[config.mk]
export PLATFORM = sky130hd
export DESIGN_NAME = segasys1_sndlatch
export DESIGN_NICKNAME = d
export VERILOG_FILES = /design/src/rtl/segasys1_sndlatch.sv
export SDC_FILE = /design/constraint.sdc
export NUM_CORES = 1
export LEC_CHECK = 0
export ABC_AREA = 1
export BUFFER_PORTS_ARGS = -buffer_cell sky130_fd_sc_hd__buf_2
export CAP_MARGIN = 30
export CELL_PAD_IN_SITES_DETAIL_PLACEMENT = 0
export CELL_PAD_IN_SITES_GLOBAL_PLACEMENT = 1
export CORE_MARGIN = 5
export CORE_UTILIZATION = 47
export CTS_CLUSTER_DIAMETER = 200
export DETAILED_ROUTE_END_ITERATION = 7
export HOLD_SLACK_MARGIN = 0.08
export PLACE_DENSITY_LB_ADDON = 0.1
export SYNTH_ARGS = -nofsm -noshare
export SYNTH_HDL_FRONTEND = slang
export SYNTH_SLANG_ARGS = --single-unit
[constraint.sdc]
create_clock -name CLK48M -period 4.8 [get_ports CLK48M]
set_input_delay 0.24 -clock CLK48M [delete_from_list [all_inputs] [get_ports CLK48M]]
set_output_delay 0.24 -clock CLK48M [all_outputs]
set_load 0.03 [all_outputs]
[src/rtl/segasys1_sndlatch.sv]
// Sound-side command latch for the Sega System 1 main-to-sound path.
// A small circular FIFO queues command bytes from the main CPU. An NMI
// sequencer gives one NMI edge per consumed command, and a periodic IRQ
// generator drives the sound CPU's maskable interrupt.
//
// Build option: define SEGASYS1_SNDLATCH_IRQGEN_EN to build the periodic IRQ
// generator. When it is undefined, SNDIRQ is tied low and IRQ_PERIOD and
// IRQ_WIDTH have no effect.
//
// Handshake: SNDRQ and SCPU_RD are single-cycle strobes with no back-pressure.
// A push is always taken; when the FIFO is full, the push overwrites the newest
// entry and sets SNDOVF. A pop is taken only when SNDCNT > 0. SCPU_DO always
// shows the head entry on the cycle after any push or pop.
module segasys1_sndlatch #(
    parameter int DEPTH_LOG2 = 2,
    parameter int NMI_HOLD   = 16,
    parameter int IRQ_PERIOD = 200000,
    parameter int IRQ_WIDTH  = 256
) (
    input  logic                  CLK48M,
    input  logic                  RESET,
    input  logic                  SNDRQ,
    input  logic [7:0]            SNDNO,
    input  logic                  SCPU_RD,
    output logic [7:0]            SCPU_DO,
    output logic                  SNDNMI,
    output logic                  SNDIRQ,
    output logic [DEPTH_LOG2:0]   SNDCNT,
    output logic                  SNDOVF,
    output logic [1:0]            dbg_nmi_state_o
);

    localparam int D  = 1 << DEPTH_LOG2;
    localparam int PW = (DEPTH_LOG2 > 0) ? DEPTH_LOG2 : 1;
    localparam logic [PW-1:0]       LAST_IDX  = PW'(D - 1);
    localparam logic [DEPTH_LOG2:0] FULL_CNT  = (DEPTH_LOG2 + 1)'(D);
    localparam logic [7:0]          HOLD_LAST = 8'(NMI_HOLD - 1);

    // An illegal parameter combination elaborates this visibly named empty scope.
    if (IRQ_WIDTH >= IRQ_PERIOD || NMI_HOLD < 2 || NMI_HOLD > 255) begin : g_bad_cfg
    end

    function automatic logic [PW-1:0] ptr_inc(input logic [PW-1:0] p);
        return (p == LAST_IDX) ? '0 : p + 1'b1;
    endfunction

    function automatic logic [PW-1:0] ptr_dec(input logic [PW-1:0] p);
        return (p == '0) ? LAST_IDX : p - 1'b1;
    endfunction

    // ---------------- FIFO ----------------
    logic [7:0]          mem_q [0:D-1];
    logic [PW-1:0]       wr_ptr_q, wr_ptr_d;
    logic [PW-1:0]       rd_ptr_q, rd_ptr_d;
    logic [DEPTH_LOG2:0] cnt_q, cnt_d;
    logic                ovf_q, ovf_d;
    logic [7:0]          do_q, do_d;

    logic                empty, full, do_pop, wr_new, wr_ovr, wr_en;
    logic [PW-1:0]       wr_idx;

    // Push/pop decode, pointer and count update, next head value
    always_comb begin
        empty  = (cnt_q == '0);
        full   = (cnt_q == FULL_CNT);
        do_pop = SCPU_RD && !empty;
        // A full FIFO with a simultaneous pop frees a slot, so the push is a normal write
        wr_new = SNDRQ && (!full || do_pop);
        wr_ovr = SNDRQ && full && !do_pop;
        wr_en  = wr_new || wr_ovr;
        wr_idx = wr_ovr ? ptr_dec(wr_ptr_q) : wr_ptr_q;

        wr_ptr_d = wr_new ? ptr_inc(wr_ptr_q) : wr_ptr_q;
        rd_ptr_d = do_pop ? ptr_inc(rd_ptr_q) : rd_ptr_q;

        cnt_d = cnt_q;
        case ({wr_new, do_pop})
            2'b10:   cnt_d = cnt_q + 1'b1;
            2'b01:   cnt_d = cnt_q - 1'b1;
            default: cnt_d = cnt_q;
        endcase

        ovf_d = ovf_q | wr_ovr;

        // The head may be written this very cycle, so bypass the incoming byte.
        // When the FIFO is empty, the last popped value is held.
        do_d = do_q;
        if (cnt_d != '0) begin
            do_d = (wr_en && (wr_idx == rd_ptr_d)) ? SNDNO : mem_q[rd_ptr_d];
        end
    end

    // FIFO storage
    always_ff @(posedge CLK48M) begin
        if (RESET) begin
            for (int i = 0; i < D; i++) mem_q[i] <= '0;
        end else if (wr_en) begin
            mem_q[wr_idx] <= SNDNO;
        end
    end

    // FIFO control registers and registered read port
    always_ff @(posedge CLK48M) begin
        if (RESET) begin
            wr_ptr_q <= '0;
            rd_ptr_q <= '0;
            cnt_q    <= '0;
            ovf_q    <= 1'b0;
            do_q     <= '0;
        end else begin
            wr_ptr_q <= wr_ptr_d;
            rd_ptr_q <= rd_ptr_d;
            cnt_q    <= cnt_d;
            ovf_q    <= ovf_d;
            do_q     <= do_d;
        end
    end

    assign SCPU_DO = do_q;
    assign SNDCNT  = cnt_q;
    assign SNDOVF  = ovf_q;

    // ---------------- NMI sequencer ----------------
    typedef enum logic [1:0] {
        NMI_IDLE   = 2'd0,
        NMI_ASSERT = 2'd1,
        NMI_WAITRD = 2'd2,
        NMI_GAP    = 2'd3
    } nmi_state_t;

    nmi_state_t state_q, state_d;
    logic [7:0] tmr_q, tmr_d;
    logic       seen_q, seen_d;
    logic       nmi_q, nmi_d;

    // Next-state logic: hold NMI, wait for the command to be read, then enforce a low gap
    always_comb begin
        state_d = state_q;
        tmr_d   = tmr_q;
        seen_d  = seen_q;
        case (state_q)
            NMI_IDLE: begin
                if (cnt_q != '0) begin
                    state_d = NMI_ASSERT;
                    tmr_d   = '0;
                    seen_d  = 1'b0;
                end
            end
            NMI_ASSERT: begin
                // An early read is remembered so WAITRD does not wait for a second one
                if (do_pop) seen_d = 1'b1;
                if (tmr_q == HOLD_LAST) begin
                    state_d = NMI_WAITRD;
                end else begin
                    tmr_d = tmr_q + 8'd1;
                end
            end
            NMI_WAITRD: begin
                if (seen_q || do_pop) begin
                    state_d = NMI_GAP;
                    tmr_d   = '0;
                    seen_d  = 1'b0;
                end
            end
            NMI_GAP: begin
                if (tmr_q == 8'd1) begin
                    state_d = NMI_IDLE;
                end else begin
                    tmr_d = tmr_q + 8'd1;
                end
            end
            default: state_d = NMI_IDLE;
        endcase
        nmi_d = (state_d == NMI_ASSERT);
    end

    // NMI sequencer state register
    always_ff @(posedge CLK48M) begin
        if (RESET) begin
            state_q <= NMI_IDLE;
            tmr_q   <= '0;
            seen_q  <= 1'b0;
            nmi_q   <= 1'b0;
        end else begin
            state_q <= state_d;
            tmr_q   <= tmr_d;
            seen_q  <= seen_d;
            nmi_q   <= nmi_d;
        end
    end

    assign SNDNMI          = nmi_q;
    assign dbg_nmi_state_o = state_q;

    // ---------------- Periodic IRQ ----------------
`ifdef SEGASYS1_SNDLATCH_IRQGEN_EN
    localparam int CTR_W = $clog2(IRQ_PERIOD);
    localparam logic [CTR_W-1:0] CTR_LAST = CTR_W'(IRQ_PERIOD - 1);
    localparam logic [CTR_W-1:0] CTR_WID  = CTR_W'(IRQ_WIDTH);

    logic [CTR_W-1:0] irq_ctr_q, irq_ctr_d;
    logic             irq_q, irq_d;

    // Free-running period counter; IRQ is high for the first IRQ_WIDTH counts
    always_comb begin
        irq_ctr_d = (irq_ctr_q == CTR_LAST) ? '0 : irq_ctr_q + 1'b1;
        irq_d     = (irq_ctr_q < CTR_WID);
    end

    // IRQ counter and output register
    always_ff @(posedge CLK48M) begin
        if (RESET) begin
            irq_ctr_q <= '0;
            irq_q     <= 1'b0;
        end else begin
            irq_ctr_q <= irq_ctr_d;
            irq_q     <= irq_d;
        end
    end

    assign SNDIRQ = irq_q;
`else
    assign SNDIRQ = 1'b0;
`endif

endmodule

==> impl_metrics.json <==
{
  "synth_flop_cell": "edfxtp_1",
  "drtAntennaViolNets": 0,
  "start_kind": "flip-flop",
  "seq_area_frac_synth": 0.459,
  "pin_count": 28,
  "antenna_found_initial": 0,
  "required_ns": 4.79,
  "clkSinkCount": 60,
  "hold_buffers": 0,
  "cts_buffers": 9,
  "grt_pass1_vias": 2680,
  "rsz0062_at_grt": "false",
  "hp-class": "in2reg",
  "clk-insertion-delay-late_ns": 0.35,
  "grt_pass1_wl_um": 13200,
  "syn_nets": 467,
  "irDropWorstVdd_uv": 290,
  "grt_usage": 0.194,
  "wl_per_cell_um": 13.2,
  "drive_gt1_frac": 0.146,
  "gp_congestion": 0.843,
  "htreeDepth": 3,
  "design.die.area_sq_um": 8830,
  "routed_wl_um": 7670,
  "synth_mux_area_frac": 0,
  "slew_violations": 0,
  "period_needed_ns": 2.33,
  "synth_xor_area_frac": 0.00529,
  "synth_area_sq_um": 3310,
  "chipWidth_um": 93.9,
  "clock_path_buffers": 2,
  "relSlewSlack": 0.640,
  "fp.dieH_um": 93.9,
  "cts_tree": "done",
  "drc": 0,
  "vias": 2810,
  "fmax_mhz": 429,
  "synth-seq-cells": 60,
  "num_rows": 30,
  "synthAdderAreaFrac": 0.0249,
  "status": "complete, no violations",
  "finalNetCount": 500,
  "root_buffer": "clkbuf_8",
  "synth_compound_gate_area_share": 0.0476,
  "synth_edf_count": 32,
  "end_kind": "flip-flop",
  "numPortBuffers": 26,
  "setup_violations": 0,
  "coreArea_sq_um": 6830,
  "post_cts_resized": 0,
  "areaGrowthSynthToFinish_pct": 12.7,
  "hold_violations": 0,
  "post-dp-hpwl_um": 5580,
  "yosysWarnings": 0,
  "syn_area_per_cell_sq_um": 7.38,
  "synth-async-reset-ratio": 0,
  "p_total_mw": 2.07,
  "clk_pin_slew_ns": 0.08,
  "finalSetupTns_ns": 0,
  "p_per_area_nw_per_um2": 554,
  "grt.overflow.total": 0,
  "postCtsSetupBuffers": 0,
  "via_per_inst": 4.82,
  "final_area_sq_um": 3730,
  "worst_slew_pin_slew_ns": 0.537,
  "drt_iter0_markers": 155,
  "start_util": 0.485,
  "fin_worst_skew_ns": 0.0156,
  "grt_max_degree": 19,
  "cp_max_fo": 9,
  "synth_cells": 449,
  "antenna_cells": 0,
  "crit_type": "reg2reg",
  "synth-simple-area-share": 0.334,
  "dr.pass1.iters": 5,
  "dpl_cell_area_sq_um": 3530,
  "finalCritPeriodShare": 0.485,
  "synth_top_family_by_area": "simple AND/OR/NAND/NOR gates",
  "synth_cell_types": 30,
  "worstPathArrival_ns": 2.32,
  "maxCapViolations": 0,
  "p_leak_nw": 1.84
}
-- worst max-delay path, cell delays in order, from the launching register on --
cell and delay [ns]:
dfxtp_1 0.39, inv_1 0.10, ha_1 0.31, inv_1 0.06, nand3_1 0.08, nand2_1 0.07, inv_1 0.05, nand2_1 0.13
inv_1 0.10, nand2_1 0.31, nand2_1 0.38
-- per-stage QoR --
| stage | hold slack [ns] | util | cells | worst slack (ns) |
|---|---|---|---|---|
| floorplan | 0.320 | - | 449 | 2.56 |
| global placement | 0.433 | 0.516 | 566 | 2.27 |
| detailed placement | 0.438 | 0.517 | 567 | 2.48 |
| CTS | 0.191 | 0.546 | 583 | 2.47 |
| global route | 0.228 | 0.546 | 583 | 2.25 |
| finish | 0.196 | 0.546 | 583 | 2.47 |
-- sequential cells by signal, indices dropped and copies added (netlist names) --
name / flops
dbg_nmi_state_o: 2
wr_ptr_q: 2
mem_q: 32
tmr_q: 8
SCPU_DO: 8
SNDCNT: 3
SNDNMI: 1
rd_ptr_q: 2
seen_q: 1
SNDOVF: 1
-- metal layers --
layer,GRT usage,wire length [um],vias up
li1,-,-,1466
met1,0.282,3880,1272
met2,0.279,3240,62
met3,0.0345,419,10
met4,0.0878,127,0
met5,0,0,-
-- cell families (layout without fill, tap and decap cells) --
group / count (synthesis) / after routing
AOI/OAI and AO/OA: 29 / 29
xor gates and xnor gates: 2 / 2
adders and majority gates: 6 / 6
buffers and inverters: 108 / 146
DFF: 60 / 60
other: 1 / 1
and+or+nand+nor: 243 / 243
-- cells in the final DEF, fill, tap and decap left out, drive strengths merged --
cell,n
nand2,112
inv,104
nand3,61
nor2,57
edfxtp,32
dfxtp,28
buf,27
o21ai,15
a21oi,13
clkbuf,9
nor3,5
ha,5
nand4,5
clkinv,5
or2,2
xor2,2
a31oi,1
and3,1
fa,1
conb,1
bufinv,1
-- layout make-up --
class | count | area (sq um)
fillers | 668 | 3100
flip-flops and latches | 60 | 1520
multi-input cells | 281 | 1370
inverters | 103 | 389
repair buffers | 27 | 135
clock buffers | 9 | 124
well taps | 96 | 120
clock inverters | 7 | 75.1
-- where the power goes --
part	internal [mW]	switching (mW)	leakage [nW]
Combinational	0.268	0.645	1.17
Sequential	0.633	0.0621	0.565
Clock	0.243	0.217	0.104
Total	1.14	0.924	1.84
-- synthesized netlist by cell type (5+ instances only) --
library cell / count / share of area
nand3_1: 60 / 0.091
dfxtp_1: 28 / 0.17
nor2_1: 53 / 0.060
nand2_1: 100 / 0.11
nand2_4: 5 / 0.017
inv_1: 95 / 0.11
nor3_1: 5 / 0.0076
edfxtp_1: 32 / 0.29
nand2_2: 7 / 0.013
inv_2: 6 / 0.0068
o21ai_0: 14 / 0.021
a21oi_1: 13 / 0.020
ha_1: 5 / 0.019
-- final timing paths --
check	start	to	slack, ns	cells past startpoint
min	SNDNO[0]	mem_q[2][0]	0.20	3
max	wr_ptr_q[0]	mem_q[1][3]	2.47	10
min reg2reg	SNDOVF	SNDOVF	0.44	2
max reg2reg	wr_ptr_q[0]	mem_q[1][3]	2.47	10
(Power assumes the default switching activity.)
